==> src/rtl/axis_packet_snooper_pkg.sv <==
`default_nettype none
// ============================================================================
//  Module   : axis_packet_snooper_pkg
//  Purpose  : Shared definitions for the AXI-Stream packet snooper: data
//             width and the receive-state encoding.
//  Ports    : none (package)
//  Revision : 1.0  initial release
// ============================================================================
package axis_packet_snooper_pkg;

  localparam int SNOOP_DATA_WIDTH = 64;

  // 3-bit encodings are kept stable so the forwarder side can share them.
  typedef enum logic [2:0] {
    ST_WAIT    = 3'd0,
    ST_RECV    = 3'd1,
    ST_FLUSH   = 3'd2,
    ST_DONE    = 3'd3,
    ST_HOLD    = 3'd4,
    ST_DISCARD = 3'd5
  } snoop_state_e;

  // A beat may be stored only while the word counter has not wrapped past
  // the top of packet memory (counter MSB is the overflow indicator).
  function automatic logic beat_fits(input logic cnt_msb);
    return ~cnt_msb;
  endfunction

endpackage : axis_packet_snooper_pkg
`default_nettype wire

==> src/rtl/axis_packet_snooper_sat_counter.sv <==
`default_nettype none
// ============================================================================
//  Module   : sat_counter
//  Purpose  : Saturating up-counter with synchronous clear. Holds at all-ones
//             once reached.
//  Ports    : clk      in   clock
//             rst      in   asynchronous active-high reset
//             inc_i    in   increment request
//             clear_i  in   synchronous clear (wins over inc_i)
//             count_o  out  current count
//  Revision : 1.0  initial release
// ============================================================================
module sat_counter #(
  parameter int WIDTH = 32
) (
  input  logic             clk,
  input  logic             rst,
  input  logic             inc_i,
  input  logic             clear_i,
  output logic [WIDTH-1:0] count_o
);

  logic [WIDTH-1:0] count_q, count_d;

  always_comb begin
    count_d = count_q;
    if (clear_i) begin
      count_d = '0;
    end else if (inc_i && (count_q != {WIDTH{1'b1}})) begin
      count_d = count_q + 1'b1;
    end
  end

  always_ff @(posedge clk or posedge rst) begin
    if (rst) begin
      count_q <= '0;
    end else begin
      count_q <= count_d;
    end
  end

  assign count_o = count_q;

endmodule : sat_counter
`default_nettype wire

==> src/rtl/axis_packet_snooper.sv <==
`default_nettype none
// ============================================================================
//  Module   : axis_packet_snooper
//  Purpose  : Ingress stage in front of the packet memory. Receives packets
//             on a 64-bit AXI-Stream, writes them word by word into packet
//             memory, then pulses snooper_done to hand the buffer over.
//             Oversize packets are truncated (excess beats accepted, not
//             written). Optionally discards whole packets while memory is busy.
//  Ports    : clk, rst                       clock, async active-high reset
//             s_axis_tdata/tvalid/tlast      stream input (first byte [63:56])
//             s_axis_tready                  stream ready
//             snooper_wr_addr/data/en        packet-memory write port
//             snooper_done                   1-cycle buffer hand-off pulse
//             ready_for_snooper              memory has a free buffer
//             pkt_truncated                  overflow flag, with snooper_done
//             drop_count                     saturating discarded-packet count
//  Revision : 1.0  initial release
// ============================================================================
module axis_packet_snooper
  import axis_packet_snooper_pkg::*;
#(
  parameter int SNOOP_FWD_ADDR_WIDTH = 9,
  parameter int DROP_WHEN_BUSY       = 0,
  parameter int DROP_CNT_WIDTH       = 32
) (
  input  logic                            clk,
  input  logic                            rst,
  input  logic [SNOOP_DATA_WIDTH-1:0]     s_axis_tdata,
  input  logic                            s_axis_tvalid,
  input  logic                            s_axis_tlast,
  output logic                            s_axis_tready,
  output logic [SNOOP_FWD_ADDR_WIDTH-1:0] snooper_wr_addr,
  output logic [SNOOP_DATA_WIDTH-1:0]     snooper_wr_data,
  output logic                            snooper_wr_en,
  output logic                            snooper_done,
  input  logic                            ready_for_snooper,
  output logic                            pkt_truncated,
  output logic [DROP_CNT_WIDTH-1:0]       drop_count
);

  localparam int   AW      = SNOOP_FWD_ADDR_WIDTH;
  localparam logic DROP_EN = (DROP_WHEN_BUSY != 0);

  snoop_state_e                state_q, state_d;
  // One extra bit: once bit AW is set, memory is full and further beats
  // only mark the packet as truncated.
  logic [AW:0]                 cnt_q, cnt_d;
  logic                        trunc_q, trunc_d;
  logic                        wr_en_q, wr_en_d;
  logic [AW-1:0]               wr_addr_q, wr_addr_d;
  logic [SNOOP_DATA_WIDTH-1:0] wr_data_q, wr_data_d;

  logic tready;
  logic drop_inc;

  // --------------------------------------------------------------------------
  // Next-state / output decode
  // --------------------------------------------------------------------------
  always_comb begin
    state_d   = state_q;
    cnt_d     = cnt_q;
    trunc_d   = trunc_q;
    wr_en_d   = 1'b0;
    wr_addr_d = wr_addr_q;
    wr_data_d = wr_data_q;
    tready    = 1'b0;
    drop_inc  = 1'b0;

    unique case (state_q)
      ST_WAIT: begin
        // In drop mode the stream keeps flowing while memory is busy; the
        // beats taken here belong to a packet that will be thrown away.
        tready = DROP_EN & ~ready_for_snooper;
        if (ready_for_snooper) begin
          state_d = ST_RECV;
        end else if (DROP_EN && s_axis_tvalid) begin
          if (s_axis_tlast) begin
            drop_inc = 1'b1;
          end else begin
            state_d = ST_DISCARD;
          end
        end
      end

      ST_DISCARD: begin
        // A buffer freeing up mid-packet must not splice a packet tail into
        // memory, so stay here until the packet boundary.
        tready = 1'b1;
        if (s_axis_tvalid && s_axis_tlast) begin
          drop_inc = 1'b1;
          state_d  = ST_WAIT;
        end
      end

      ST_RECV: begin
        tready = 1'b1;
        if (s_axis_tvalid) begin
          if (beat_fits(cnt_q[AW])) begin
            wr_en_d   = 1'b1;
            wr_addr_d = cnt_q[AW-1:0];
            wr_data_d = s_axis_tdata;
            cnt_d     = cnt_q + 1'b1;
          end else begin
            trunc_d = 1'b1;
          end
          if (s_axis_tlast) begin
            state_d = ST_FLUSH;
          end
        end
      end

      // The registered write of the final beat is on the port this cycle;
      // done follows next cycle so the two never overlap.
      ST_FLUSH: state_d = ST_DONE;

      ST_DONE: begin
        cnt_d   = '0;
        trunc_d = 1'b0;
        state_d = ST_HOLD;
      end

      // ready_for_snooper may still show the buffer just handed off; give
      // the memory side a cycle to drop it before it is sampled again.
      ST_HOLD: state_d = ST_WAIT;

      default: state_d = ST_WAIT;
    endcase
  end

  // --------------------------------------------------------------------------
  // State and write-port registers
  // --------------------------------------------------------------------------
  always_ff @(posedge clk or posedge rst) begin
    if (rst) begin
      state_q   <= ST_WAIT;
      cnt_q     <= '0;
      trunc_q   <= 1'b0;
      wr_en_q   <= 1'b0;
      wr_addr_q <= '0;
      wr_data_q <= '0;
    end else begin
      state_q   <= state_d;
      cnt_q     <= cnt_d;
      trunc_q   <= trunc_d;
      wr_en_q   <= wr_en_d;
      wr_addr_q <= wr_addr_d;
      wr_data_q <= wr_data_d;
    end
  end

  sat_counter #(
    .WIDTH (DROP_CNT_WIDTH)
  ) u_drop_cnt (
    .clk     (clk),
    .rst     (rst),
    .inc_i   (drop_inc),
    .clear_i (1'b0),
    .count_o (drop_count)
  );

  // tready is decoded from state and ready_for_snooper; gate it with rst so
  // the stream is stalled for the whole reset, not just after the next edge.
  assign s_axis_tready   = tready & ~rst;
  assign snooper_wr_en   = wr_en_q;
  assign snooper_wr_addr = wr_addr_q;
  assign snooper_wr_data = wr_data_q;
  assign snooper_done    = (state_q == ST_DONE);
  assign pkt_truncated   = (state_q == ST_DONE) & trunc_q;

endmodule : axis_packet_snooper
`default_nettype wire

==> config.mk <==
export PLATFORM = sky130hd
export DESIGN_NAME = axis_packet_snooper
export DESIGN_NICKNAME = d
export VERILOG_FILES = /design/src/rtl/axis_packet_snooper_pkg.sv /design/src/rtl/axis_packet_snooper_sat_counter.sv /design/src/rtl/axis_packet_snooper.sv
export SDC_FILE = /design/constraint.sdc
export NUM_CORES = 1
export LEC_CHECK = 0
export CORE_MARGIN = 1.5
export CORE_UTILIZATION = 30
export DETAILED_ROUTE_END_ITERATION = 10
export PLACE_DENSITY = 0.69
export RECOVER_POWER = 50
export SLEW_MARGIN = 20
export SYNTH_ARGS = -nofsm -noshare
export SYNTH_HDL_FRONTEND = slang
export SYNTH_SLANG_ARGS = --single-unit
==> constraint.sdc <==
create_clock -name clk -period 6.7 [get_ports clk]
set_input_delay 1.34 -clock clk [delete_from_list [all_inputs] [get_ports clk]]
set_output_delay 1.34 -clock clk [all_outputs]
set_load 0.05 [all_outputs]
* After elaboration in Yosys (flattened, before gate mapping)
Index checks and enable logic that the tools add are counted.
** Storage, ports and cells
- Register bits :: 120
- Input port bits :: 69
** Cells by class
- $add $sub $neg :: 2
- Eq/ne operators :: 11
- Multiplexer cells :: 17
- Bitwise gates (word level) :: 4
- Reduce and logical (&&, ||, !) cells :: 10
** Operators by type and width (number)
- $add A32 B1 Y32 const B :: 1
- $ne A32 B32 Y1 const B :: 1
- $mux W10 :: 2
- $pmux W10 S2 :: 1
- $pmux W3 S5 :: 1
- $mux W3 :: 4
- $ne A2 B2 Y1 const B :: 6
- $add A10 B1 Y10 const B :: 1
- $reduce_and A3 Y1 :: 3
- $mux W1 :: 8
- $eq A3 B2 Y1 const B :: 2
- $reduce_and A4 Y1 :: 1
- $eq A3 B1 Y1 const B :: 1
- $eq A3 B3 Y1 const B :: 1
- $logic_not A3 Y1 :: 1
- $and A1 B1 Y1 :: 2
- $logic_and A1 B1 Y1 :: 2
- $not A1 Y1 :: 2
- $pmux W1 S2 :: 1
- $reduce_and A2 Y1 :: 1
- $reduce_bool A2 Y1 :: 1
- $reduce_or A2 Y1 :: 1

* Longest topological paths before layout
Gate-level depths: netlist (run 1).
- Depth after elaboration :: 4
- Gate-level depth with buffers :: 7

* Modules after synthesis
Synthesis (run 1) repeated with hierarchy kept, for this count alone.
** Unflattened totals
- Cells, all modules :: 419
- Area, all modules :: 5191.2 um2
** Modules (own cells, without submodules)
- axis_packet_snooper :: instances 1, cells an instance 233, area each 3450.8 um2, sequential area each 2202.1 um2
- sat_counter :: instances 1, cells an instance 186, area each 1740.4 um2, sequential area each 800.8 um2

* Worst setup path after synthesis (run 1)
No wires, ideal clock.
- Kind :: input to output
- Start point :: in rst
- End point :: out s_axis_tready
- Arrival :: 4506 ps
- Required time :: 5360 ps
- Path slack :: 854 ps
- Stages :: 2
- Buffers on the path :: 0
- Cell sequence :: inv_1 and2_1
** On the way
- Cells in the longest elaborated chain, start to end :: 2
** RTL lines
- start: declaration :: RTL line axis_packet_snooper.sv:27 : input logic rst,
- $not A1 Y1 :: RTL line axis_packet_snooper.sv:163 : assign s_axis_tready = tready & ~rst;
- $and A1 B1 Y1 :: RTL line axis_packet_snooper.sv:163
- end: declaration :: RTL line axis_packet_snooper.sv:31 : output logic s_axis_tready,
Every way passes these cells.

==> impl_metrics.ini, run 1 <==
[floorplanning]
dieHeight_microns = 131.7
start_util_pct = 30.95
num_rows = 46
core_area_sq_um = 16060
fp.dieW_microns = 131.7
dieArea_sq_um = 17350
io_pins = 178

[routing]
vias_per_cell = 4.604
dr.pass1.iters = 5
dr_total_vias = 3628
routed_wl_microns = 11690
drc = 0
drt-initial-drc-count = 146
ant_nets = 0
detail_route.wl_per_cell_microns = 14.84

[power_and_ir_drop]
cellPowerDensity_nw_per_um2 = 492.3
seqPwrFrac_pct = 29.3
power.total_mw = 3.723
netSwitchingFraction_pct = 41.35
leakagePower_nw = 3.268
ir_drop_mv = 0.2159
power_frac_comb_pct = 45.8
p_int_mw = 2.183
p_clk_share_pct = 24.8
power.switching_mw = 1.539

[sta]
rsz0062_at_grt = no
hold_viol_final = 0
drv_slew = 140
min_period_ns = 4.613
final.setup.tns_ns = 0
min_period_over_period_pct = 68.86
worst_slew_pin_slew_ns = 3.057
setup_viol = 0
fmax_mhz = 216.8
finClkSkew_ns = 0.006352
hold_slack_ns = 0.4915
fin_ws_ns = 2.087
slew_headroom_pct = -103.8

[synth]
yosysSeqAreaShare_pct = 60.42
synth_edf_count = 0
ys_types = 36
synth-main-ff-cell = dfrtp_1
synthesis.nets = 441
synthCells = 370
ys_warn_count = 0
async_flop_share_pct = 100.0
synth-seq-cells = 120
netlist_area_sq_um = 4970
postSynthAreaPerCell_sq_um = 13.43

[clock_network]
cts_sinks = 120
path_clk_slew_ns = 0.06
cts_made_buffers = 17
cts_setup_buffers = 0
h-tree-depth = 4
cts_resized = 0
ctsHoldBuffers = 0
cts_buffer_depth = 2
clock_latency_ns = 0.41
cts-root-buf = clkbuf_16
cts_tree = yes

[grt]
grt_pass1_vias = 3754
antenna_found_initial = 0
grt_start_max_net_pins = 82
track_usage_pct = 14.27
grt-ovfl-total = 0
grt_pass1_wl_microns = 19790

[outcome]
violations = max-capacitance violations, max-slew violations
run_status = complete, but fails checks

[worst_setup_path]
start_kind = input port
critPathKind = input port to async pin
arrival_ns = 5.04
crit_fanout = 64
crit_required_ns = 7.13
worstSetupEndpointType = async pin

[hold_path]
hp-class = register to register

[place]
dp_slack_ns = 2.511
io_buffers = 177
dp_hpwl_microns = 8308
globalplace.congestion = 0.8086

[finish]
drive_gt1_share_pct = 19.41
nNetsFinal = 630
diodes = 0
postLayoutCoreUtil_pct = 47.09
area_delta_synth_final_pct = 52.17

[flow_run]
maxCapViolCount = 2
[critical path, stage by stage]
cell,delay (ns)
clkdlybuf4s50_1,0.47
inv_4,0.11
clkbuf_1,2.14
buf_4,0.91
[state kept, by name, indices dropped and copies added, names as in the netlist]
register	flops
cnt_q	10
snooper_wr_addr	9
snooper_wr_data	64
snooper_wr_en	1
state_q	3
trunc_q	1
u_drop_cnt.count_o	32
[placed cells by master, fill, tap and decap left out, types with 4 or more instances in the layout]
master           Yosys  routed
dlygate4sd3_1        0      81
clkinv_2             0       4
a21oi_1              5       5
clkdlybuf4s50_1      0      96
clkbuf_16            0      17
nand2_1             12      12
xnor2_1             18      18
and3_1               9       9
xor2_1              17      17
nand4_1             11      11
nor2_1              23      23
and4_1               4       4
dfrtp_1            120     120
nor3_1               5       6
nand3_1             18      19
or3_1                4       4
inv_1                7       6
mux2_2              74      74
mux2i_1              4       4
[cell usage after synthesis, types with 7 or more instances]
cell type | count | area [sq um]
and3_1 | 9 | 56.30
nand4_1 | 11 | 68.82
nand2_1 | 12 | 45.04
nand3_1 | 18 | 90.09
buf_2 | 9 | 45.04
xor2_1 | 17 | 148.9
inv_1 | 7 | 26.28
xnor2_1 | 18 | 157.7
mux2_2 | 74 | 833.3
nor2_1 | 23 | 86.33
dfrtp_1 | 120 | 3003
[cell families after synthesis]
kind of cell               share of synthesized area, %
adders and majority gates                        0.5034
buffers and inverters                             1.511
muxes                                             17.57
AOI/OAI and AO/OA                                 2.090
and+or+nand+nor                                   11.73
xor gates and xnor gates                          6.168
DFF                                               60.42
[area by class of cell]
class / instances / area (sq um)
clock buffers: 20 / 456.7
clock inverters: 12 / 150.1
fillers: 1391 / 8496
inverters: 7 / 28.78
multi-input cells: 233 / 1866
flip-flops and latches: 120 / 3003
well taps: 216 / 270.3
repair buffers: 180 / 1788
[through the flow]
step                      instance area, sq um  cells
after floorplan                           4970    370
after global placement                    6995    756
after detailed placement                  6995    756
after CTS                                 7602    788
after global routing                      7562    788
final                                     7562    788
[metal layers]
metal | vias up | wire, microns | global-route usage (%)
li1 | 1705 | - | -
met1 | 1777 | 5067 | 17.44
met2 | 129 | 5748 | 23.36
met3 | 17 | 647 | 4.475
met4 | 0 | 227 | 5.988
met5 | - | 0 | 0
[final timing paths]
kind | startpoint | slack (ns) | cells past startpoint | end
worst max-delay path | rst | 2.09 | 4 | snooper_wr_data[48]
worst min-delay path | u_drop_cnt.count_o[11] | 0.49 | 1 | u_drop_cnt.count_o[11]
worst max register to register | state_q[2] | 3.29 | 6 | cnt_q[8]
worst min register to register | u_drop_cnt.count_o[11] | 0.49 | 1 | u_drop_cnt.count_o[11]
max in group clk | s_axis_tvalid | 2.27 | 7 | cnt_q[8]
min in group asynchronous | rst | 2.53 | 3 | u_drop_cnt.count_o[8]
[power by group through the flow]
stage,Clock (mW),Combinational [mW],Sequential (mW)
2_1_floorplan,0,0.440,1.87
3_5_place_dp,0,1.79,1.12
3_3_place_gp,0,1.77,1.10
4_1_cts,0.946,1.79,1.11
5_1_grt,0.987,1.79,1.13
6_report,0.924,1.71,1.09
Power figures use the tool's default switching activity.
==> run 2: changes to the inputs <==
--- a/config.mk
+++ b/config.mk
@@ -8,7 +8,7 @@
 export CORE_MARGIN = 1.5
 export CORE_UTILIZATION = 30
 export DETAILED_ROUTE_END_ITERATION = 10
-export PLACE_DENSITY = 0.69
+export PLACE_DENSITY = 0.72
 export RECOVER_POWER = 50
 export SLEW_MARGIN = 20
 export SYNTH_ARGS = -nofsm -noshare
==> constraint.sdc (replaced) <==
create_clock -name clk -period 3.85 [get_ports clk]
set_input_delay 0.77 -clock clk [delete_from_list [all_inputs] [get_ports clk]]
set_output_delay 0.77 -clock clk [all_outputs]
set_load 0.05 [all_outputs]
==> run 2 against run 1 <==
The flow still finishes with violations (max-capacitance violations, max-slew violations); sequential power is 77% higher; die area unchanged; non-clock buffer count grew 3; global-route usage decreased by 0.37 points; total power is 74% higher; critical endpoint is now pkt_truncated; critical path depth is 1 lower.
==> impl_metrics.ini, run 2 (synthesis results as in run 1) <==
[sta]
min_period_ns = 3.179
rsz0062_at_grt = no
fmax_mhz = 314.6
drv_slew = 65
worst_slew_pin_slew_ns = 1.580
setup_viol = 0
finClkSkew_ns = 0.007891
hold_viol_final = 0
slew_headroom_pct = -5.332
min_period_over_period_pct = 82.57
final.setup.tns_ns = 0
fin_ws_ns = 0.6712

[grt]
grt_start_max_net_pins = 65
grt-ovfl-total = 0
met2_usage_pct = 22.63
track_usage_pct = 13.90
grt_pass1_vias = 3747
antenna_found_initial = 0
grt.busiest_layer = met2
met1_usage_pct = 17.09
grt_pass1_wl_microns = 19020
met3_usage_pct = 4.205

[routing]
routed_wl_microns = 11670
vias_per_cell = 4.612
drc = 0
detail_route.wl_per_cell_microns = 14.75
ant_nets = 0
drt-initial-drc-count = 150
dr_total_vias = 3648
dr.pass1.iters = 4

[hold_path]
hp-class = register to register
min_from = snooper_wr_data[19]
min_path_cells = 1
whs_endpoint = snooper_wr_data[19]

[floorplanning]
fp.dieW_microns = 131.7
start_util_pct = 30.95
dieHeight_microns = 131.7
io_pins = 178
num_rows = 46
core_area_sq_um = 16060
dieArea_sq_um = 17350

[clock_network]
cts_buffer_depth = 2
h-tree-depth = 4
cts_resized = 0
cts_tree = yes
cts_made_buffers = 17
cts_setup_buffers = 0
path_clk_slew_ns = 0.06
ctsHoldBuffers = 0
cts_sinks = 120
cts-root-buf = clkbuf_16
clock_latency_ns = 0.41

[place]
dp_slack_ns = 0.8530
placed_cells = 759
io_buffers = 177
dp_hpwl_microns = 8508
globalplace.congestion = 0.8304
dpl_cell_area_sq_um = 7029

[worst_setup_path]
r2r_end = u_drop_cnt.count_o[31]
r2r_slack_ns = 1.17
crit_required_ns = 3.08
worstSetupStartpoint = state_q[2]
reg2reg_from = u_drop_cnt.count_o[0]
worstSetupEndpointType = primary output
start_kind = register
rr_worst_depth = 6
critPathKind = register to primary output
arrival_ns = 2.41
crit_fanout = 13

[finish]
area_delta_synth_final_pct = 51.81
largest_reg_flops = 64
fin_area_sq_um = 7545
instances_no_fill = 791
drive_gt1_share_pct = 20.17
layout_commonest_cell = clkdlybuf4s50_1
nNetsFinal = 633
diodes = 0
final_cell_mix = 156 x clkdlybuf4s50_1, 120 x dfrtp_1, 74 x mux2_2
fillers = 1408

[outcome]
run_status = complete, but fails checks
violations = max-capacitance violations, max-slew violations

[power_and_ir_drop]
cellPowerDensity_nw_per_um2 = 856.6
ir_drop_mv = 0.4336
leakagePower_nw = 3.183

[flow_run]
maxCapViolCount = 1
## run 2: changes by cell type in the layout (fill, tap and decap cells not counted), moves of 3 or more
cell and change:
buf_4 +3, clkdlybuf4s50_1 +60, clkinvlp_4 +3, dlygate4sd3_1 -61
## run 2: routing by layer
| layer | vias to the layer above | wire [microns] |
|---|---|---|
| met3 | 20 | 701 |
| met5 | - | 0 |
| li1 | 1696 | - |
| met4 | 0 | 225 |
| met2 | 141 | 5644 |
| met1 | 1791 | 5094 |
## run 2: layout make-up
cell class / instances / area, sq um / share of cell area (%)
clock buffers: 18 / 429.2 / 5.688
repair buffers: 183 / 1822 / 24.15
flip-flops and latches: 120 / 3003 / 39.80
well taps: 216 / 270.3 / 3.582
inverters: 7 / 27.53 / 0.3648
multi-input cells: 233 / 1864 / 24.71
clock inverters: 14 / 128.9 / 1.708
## run 2: worst max-delay path: stages (launching register included)
cell	delay (ns)
dfrtp_1	0.45
and3b_1	0.53
and2_1	0.22
clkdlybuf4s50_1	0.80
## run 2: metrics by stage
stage / total power, mW / util (%) / hold slack, ns
after floorplan: 4.021 / - / 0.4544
after global placement: 5.029 / 43.77 / 0.4734
after detailed placement: 5.095 / 43.77 / 0.4925
after CTS: 6.588 / 47.25 / 0.5051
after global routing: 6.747 / 46.98 / 0.5127
final: 6.463 / 46.98 / 0.4954
## run 2: worst max-delay path by stage
stage	endpoint	slack, ns
6_report	pkt_truncated	0.67
5_1_grt	pkt_truncated	0.55
4_1_cts	pkt_truncated	0.63
3_5_place_dp	cnt_q[8]	0.85
3_3_place_gp	cnt_q[6]	0.94
2_1_floorplan	s_axis_tready	-0.02
## run 2: power breakdown
group,switching [mW],internal (mW)
registers,0.249,1.68
clock network,0.580,0.887
logic,1.90,1.17
